### config.mk
export PLATFORM = sky130hd
export DESIGN_NAME = sstv_line_capture
export DESIGN_NICKNAME = d
export VERILOG_FILES = /design/src/rtl/sstv_line_capture.sv
export SDC_FILE = /design/constraint.sdc
export NUM_CORES = 1
export LEC_CHECK = 0
export ABC_AREA = 0
export CORE_MARGIN = 2
export CORE_UTILIZATION = 45
export CTS_BUF_LIST = sky130_fd_sc_hd__clkbuf_8 sky130_fd_sc_hd__clkbuf_16
export DETAILED_ROUTE_END_ITERATION = 6
export PLACE_DENSITY_LB_ADDON = 0.05
export SLEW_MARGIN = 20
export SYNTH_ARGS = -nofsm -noshare
export SYNTH_HDL_FRONTEND = slang
export SYNTH_SLANG_ARGS = --single-unit
### constraint.sdc
create_clock -name clk -period 4 [get_ports clk]
set_clock_uncertainty 0.15 [all_clocks]
set_input_delay 1.2 -clock clk [delete_from_list [all_inputs] [get_ports clk]]
set_output_delay 1.2 -clock clk [all_outputs]
set_load 0.01 [all_outputs]
### src/rtl/sstv_line_capture.sv
// sstv_line_capture: finds the 1200 Hz horizontal sync in the tone stream and times out
// pixel slots along each scanline. Each slot's greyscale colour is queued as
// {pixel index, colour} in a small output FIFO with a valid/ready handshake.
// Build option: define SSTV_LINE_CAPTURE_AVG_EN to push the mean of 8 colour samples
// around the slot centre instead of a single centre sample.
`timescale 1ns / 1ps

module sstv_line_capture #(
  parameter int unsigned PIXELS_PER_LINE = 320,  // <= 512
  parameter int unsigned PIXEL_TICKS     = 46,   // >= 8
  parameter int unsigned SYNC_TICKS_MIN  = 400,
  parameter int unsigned PORCH_TICKS     = 57,
  parameter int unsigned FIFO_DEPTH      = 4     // power of two, >= 2
) (
  input  logic        clk,
  input  logic        reset,
  input  logic [11:0] freq,
  input  logic [1:0]  color,
  input  logic        pix_ready,
  output logic        pix_valid,
  output logic [1:0]  pix_data,
  output logic [8:0]  pix_x,
  output logic        line_start,
  output logic        line_done,
  output logic        line_err,
  output logic        overflow
);

  localparam int unsigned SyncW  = $clog2(SYNC_TICKS_MIN + 1);
  localparam int unsigned PorchW = $clog2(PORCH_TICKS + 1);
  localparam int unsigned TickW  = $clog2(PIXEL_TICKS);
  localparam int unsigned PtrW   = (FIFO_DEPTH > 1) ? $clog2(FIFO_DEPTH) : 1;
  localparam int unsigned CntW   = $clog2(FIFO_DEPTH + 1);

  localparam logic [SyncW-1:0]  SyncMax     = SyncW'(SYNC_TICKS_MIN);
  localparam logic [SyncW-1:0]  SyncLast    = SyncW'(SYNC_TICKS_MIN - 1);
  localparam logic [PorchW-1:0] PorchLast   = PorchW'(PORCH_TICKS - 1);
  localparam logic [TickW-1:0]  TickLast    = TickW'(PIXEL_TICKS - 1);
  localparam logic [TickW-1:0]  TickPreLast = TickW'(PIXEL_TICKS - 2);
  localparam logic [8:0]        PixLast     = 9'(PIXELS_PER_LINE - 1);
  localparam logic [CntW-1:0]   CntFull     = CntW'(FIFO_DEPTH);

  typedef enum logic [1:0] {StIdle, StSync, StPorch, StActive} state_e;

  state_e            state_q;
  logic [SyncW-1:0]  sync_cnt_q;
  logic [PorchW-1:0] porch_cnt_q;
  logic [TickW-1:0]  tick_q;
  logic [8:0]        pixel_q;

  logic        in_sync;
  logic        sync_hit;
  logic        push;
  logic [1:0]  push_color;
  logic [10:0] push_entry;

  assign in_sync  = (freq > 12'd1100) && (freq <= 12'd1300);
  // True on the cycle that completes (or extends) a qualifying run of in-window cycles
  assign sync_hit = in_sync && (sync_cnt_q >= SyncLast);

`ifdef SSTV_LINE_CAPTURE_AVG_EN
  localparam logic [TickW-1:0] AvgFirst = TickW'(PIXEL_TICKS / 2 - 4);
  localparam logic [TickW-1:0] AvgLast  = TickW'(PIXEL_TICKS / 2 + 3);

  logic [4:0] avg_sum_q, avg_sum_d, avg_total;

  // Accumulate colour over the 8-cycle window; the last cycle's colour joins combinationally
  always_comb begin
    avg_sum_d = avg_sum_q;
    avg_total = avg_sum_q + {3'b000, color};
    if (state_q == StActive && tick_q == AvgFirst) begin
      avg_sum_d = {3'b000, color};
    end else if (state_q == StActive && tick_q > AvgFirst && tick_q < AvgLast) begin
      avg_sum_d = avg_total;
    end
  end

  // Averaging accumulator register
  always_ff @(posedge clk or posedge reset) begin
    if (reset) avg_sum_q <= '0;
    else       avg_sum_q <= avg_sum_d;
  end

  assign push       = (state_q == StActive) && (tick_q == AvgLast);
  assign push_color = 2'(avg_total >> 3);
`else
  localparam logic [TickW-1:0] TickMid = TickW'(PIXEL_TICKS / 2);

  assign push       = (state_q == StActive) && (tick_q == TickMid);
  assign push_color = color;
`endif

  assign push_entry = {pixel_q, push_color};

  // Line FSM, sync/porch/slot counters and registered line pulses
  always_ff @(posedge clk or posedge reset) begin
    if (reset) begin
      state_q     <= StIdle;
      sync_cnt_q  <= '0;
      porch_cnt_q <= '0;
      tick_q      <= '0;
      pixel_q     <= '0;
      line_start  <= 1'b0;
      line_done   <= 1'b0;
      line_err    <= 1'b0;
    end else begin
      if (!in_sync) begin
        sync_cnt_q <= '0;
      end else if (sync_cnt_q != SyncMax) begin
        sync_cnt_q <= sync_cnt_q + SyncW'(1);
      end
      line_start <= 1'b0;
      line_done  <= 1'b0;
      line_err   <= 1'b0;
      case (state_q)
        StIdle: begin
          if (sync_hit) state_q <= StSync;
        end
        StSync: begin
          if (!in_sync) begin
            state_q     <= StPorch;
            porch_cnt_q <= '0;
          end
        end
        StPorch: begin
          if (porch_cnt_q == PorchLast) begin
            state_q    <= StActive;
            line_start <= 1'b1;
            tick_q     <= '0;
            pixel_q    <= '0;
          end else begin
            porch_cnt_q <= porch_cnt_q + PorchW'(1);
          end
        end
        StActive: begin
          if (sync_hit) begin
            line_err <= 1'b1;
            state_q  <= StSync;
            tick_q   <= '0;
            pixel_q  <= '0;
          end else if (tick_q == TickLast) begin
            tick_q <= '0;
            if (pixel_q == PixLast) begin
              state_q <= StIdle;
              pixel_q <= '0;
            end else begin
              pixel_q <= pixel_q + 9'd1;
            end
          end else begin
            tick_q <= tick_q + TickW'(1);
            // Raised one cycle early so the registered pulse lines up with the final tick
            if (tick_q == TickPreLast && pixel_q == PixLast) line_done <= 1'b1;
          end
        end
        default: state_q <= StIdle;
      endcase
    end
  end

  // Output FIFO: storage plus a registered head so pix_* come straight from flops
  logic [10:0]     mem_q [FIFO_DEPTH];
  logic [PtrW-1:0] rd_ptr_q, rd_ptr_d, wr_ptr_q, wr_ptr_d;
  logic [CntW-1:0] count_q, count_d;
  logic [10:0]     head_d;
  logic            pop, full, push_ok;

  assign pop     = pix_valid && pix_ready;
  assign full    = (count_q == CntFull);
  assign push_ok = push && (!full || pop);

  // Next pointers/count and the entry that will sit at the head next cycle
  always_comb begin
    rd_ptr_d = rd_ptr_q;
    wr_ptr_d = wr_ptr_q;
    count_d  = count_q;
    if (pop)     rd_ptr_d = rd_ptr_q + PtrW'(1);
    if (push_ok) wr_ptr_d = wr_ptr_q + PtrW'(1);
    case ({push_ok, pop})
      2'b10:   count_d = count_q + CntW'(1);
      2'b01:   count_d = count_q - CntW'(1);
      default: count_d = count_q;
    endcase
    // The slot being written becomes the head only when nothing older remains
    head_d = (push_ok && wr_ptr_q == rd_ptr_d) ? push_entry : mem_q[rd_ptr_d];
  end

  // FIFO storage; contents are qualified by count so no reset is needed
  always_ff @(posedge clk) begin
    if (push_ok) mem_q[wr_ptr_q] <= push_entry;
  end

  // FIFO control, registered head outputs and sticky overflow
  always_ff @(posedge clk or posedge reset) begin
    if (reset) begin
      rd_ptr_q  <= '0;
      wr_ptr_q  <= '0;
      count_q   <= '0;
      pix_valid <= 1'b0;
      pix_data  <= 2'd0;
      pix_x     <= 9'd0;
      overflow  <= 1'b0;
    end else begin
      rd_ptr_q  <= rd_ptr_d;
      wr_ptr_q  <= wr_ptr_d;
      count_q   <= count_d;
      pix_valid <= (count_d != '0);
      if (count_d != '0) {pix_x, pix_data} <= head_d;
      if (push && full && !pop) overflow <= 1'b1;
    end
  end

endmodule

==> metrics.md <==
| Metric | Value |
|---|---|
| CTS root buffer | clkbuf_8 |
| Post-route worst setup slack | between 0.3 and 0.4 ns |
| Required time worst endpoint | 4.10 ns |
| Critical path buffers and inverters | 3 |
| Yosys warns | 0 |
| Hold crit path type | flip-flop to flip-flop |
| Share of cells above drive strength 1 | 0.174 |
| Worst hold slack | between 0.3 and 0.4 ns |
| Top delay family on crit path | compound AO/OA/AOI/OAI gates |
| Final ANT Viol Nets | 0 |
| CTS Hold Bufs | 0 |
| Post-Place Worst Slack | about 0.0065 ns |
| Die Height | around 110 um |
| Slew Limit Headroom | 0.540 |
| Antenna diode count | 0 |
| WL/cell | roughly 16 um |
| Mean post-synth cell area | between 10 and 15 um2 |
| Postcts setup bufs | 0 |
| Dpl hpwl | 6540 um |
| Syn Inst Count | approximately 400 |
| Worst-Margin Slew | around 0.68 ns |
| Fin crit period | 3.65 ns |
| Max VDD drop | 0.373 mV |
| Vias | around 3200 |
| Seq/Total Area, Yosys | 0.556 |
| Post-synth EDFFs | 44 |
| Startpoint types | input port |
| Outcome | completed |
| Net Count, Synth | ~430 |
| Fill cells | a little under 900 |
| Area Overhead vs Synth | 15.7% |
| Worst skew pair latency | about 0.37 ns |
| Fraction of registers with async set/reset | 0.556 |
| Power Total | approximately 3.4 mW |
| Slowest stage cell on the critical path | clkdlybuf4s50_1 |
| Crit path DAT | 3.75 ns |
| Vias in the first global route | 3296 |
| Post-cts repair resize count | 0 |
| DRT Pass-1 Iters | 4 |
| Post-Syn Area | a little under 5000 um2 |
| Fmax | approximately 270 MHz |
| First-pass GRT wire length | ~16000 um |
| # clock sinks | 99 |
| FF+latch count, synth | 99 |
| PwrDens | roughly 600 nW/um2 |
| Part of the cycle the worst path needs | 0.912 |
| DP Area | ~5500 um2 |
| Post-layout instance area | roughly 5600 um2 |
| Worst path cell trace | clkdlybuf4s50_1 > nand2_1 > o21ba_2 > inv_1 > fa_1 > a221oi_1 > a21o_1 > a21boi_1 > buf_4 > mux2_2 |
| Maxcap violations | 0 |
| Final setup fails | 0 |
| Final Core Density | 0.539 |
| Leading cell type in the layout, fill and taps excluded | dfrtp_1 |
| Site Rows | 37 |
| Initial antenna violation count | 0 |
| Final nets | roughly 480 |
| Clk buf depth | 2 |
| Dpl cells | ~570 |
| Worst-path fanout max | 12 |
| Top-Level Pins | 33 |
| Full die area | ~12000 um2 |
| Primary FF master, synth | dfrtp_1 |
| CTS H-tree depth | 3 |
| Commonest cells after routing, fill and taps aside | dfrtp_1, edfxtp_1, clkdlybuf4s50_1 |
| # DRC | 0 |
| Core Footprint | approximately 10000 um2 |
| Initial DRC Count | around 140 |
| Distinct cells, synth | between 60 and 70 |
| Fin. Hold Viols | 0 |
| RSZ-0062 raised after global routing | false |
| Routability cong. | approximately 0.81 |
| Global Route Usage Sum | 0.181 |
| R2r setup slk | about 0.82 ns |
| # port buffers | 32 |
| Worst Setup End Kind | flip-flop |
| Final TNS setup | 0 ns |
| Starting Density | 0.466 |
| CTS tree | yes |
| Grt ovf | 0 |
| WS Path Type | input port to flip-flop |
| DIE WIDTH | 108 um |
| Largest net degree at the start of global routing | 34 |
| Leak | about 2.2 nW |
| CTS Buf Count | 9 |
| CP peak stage delay | between 0.4 and 0.5 ns |
| Non-Filler Instances | approximately 580 |
| Clock-pin slew on the worst setup and hold paths | about 0.10 ns |
| Count of final max-slew check failures | 0 |
| DR vias/cell | about 5.4 |
| Routed wire length | around 9500 um |
==> cell usage after synthesis (all sizes together) (4+ instances only) <==
library cell  number  area share
and2               4      0.0052
inv               26       0.021
nand2             26       0.020
ha                17       0.044
xnor2              9       0.016
mux2              25       0.058
or3                4      0.0052
o22ai              5      0.0064
buf                4      0.0054
mux4              11       0.051
dfrtp             55        0.28
and3               4      0.0052
nand3             12       0.012
o21ai             24       0.026
a21oi              9      0.0093
xor2               4      0.0072
a22o               9       0.016
edfxtp            44        0.27
nor2              31       0.024
nor3               6      0.0062
o211ai             4      0.0062
==> flip-flops by register name, indices dropped and copies added, names as in the netlist, 3 cells and up <==
register and count:
mem_q 44, tick_q 6, pixel_q 9, pix_x 9, count_q 3, porch_cnt_q 6, sync_cnt_q 9
==> kinds of logic after synthesis <==
| kind of cell | count (synthesis) | share of synthesized area |
|---|---|---|
| compound gates | 78 | 0.115 |
| xor+xnor | 13 | 0.0235 |
| fa+ha+maj | 18 | 0.0480 |
| buf+inv | 33 | 0.0284 |
| flops | 99 | 0.556 |
| mux | 37 | 0.111 |
| simple gates | 112 | 0.118 |
==> worst paths after layout <==
path,startpoint,end,cells after the start
setup / recovery,pix_ready,pix_x[0],10
hold / removal,overflow,overflow,1
setup reg to reg,state_q[0],pix_x[0],10
hold reg to reg,overflow,overflow,1
max in group asynchronous,reset,pixel_q[6],3
min in group asynchronous,reset,sync_cnt_q[0],3
==> layer usage <==
layer / vias to the layer above / GRT usage / part of all wire / routed length, um
li1: 1550 / - / - / -
met5: - / 0 / 0 / 0
met1: 1573 / 0.232 / 0.48 / 4550
met4: 0 / 0.0650 / 0.0089 / 85
met3: 5 / 0.0387 / 0.027 / 262
met2: 43 / 0.301 / 0.49 / 4630
==> where the power goes <==
part | internal (mW) | total (mW) | switching (mW)
sequential | 1.25 | 1.43 | 0.175
combinational | 0.744 | 1.38 | 0.639
clock | 0.218 | 0.563 | 0.345
==> final cells by class <==
type                    instances  area, um2  area share
clock buffers                   9        124      0.0221
multi-input cells             258       2020       0.360
inverters                      26        100      0.0178
well taps                     136        170      0.0303
clock inverters                 7       36.3     0.00647
flip-flops and latches         99       2700       0.481
repair buffers                 49        460      0.0821
No activity file was read; power rests on OpenSTA's default activity.
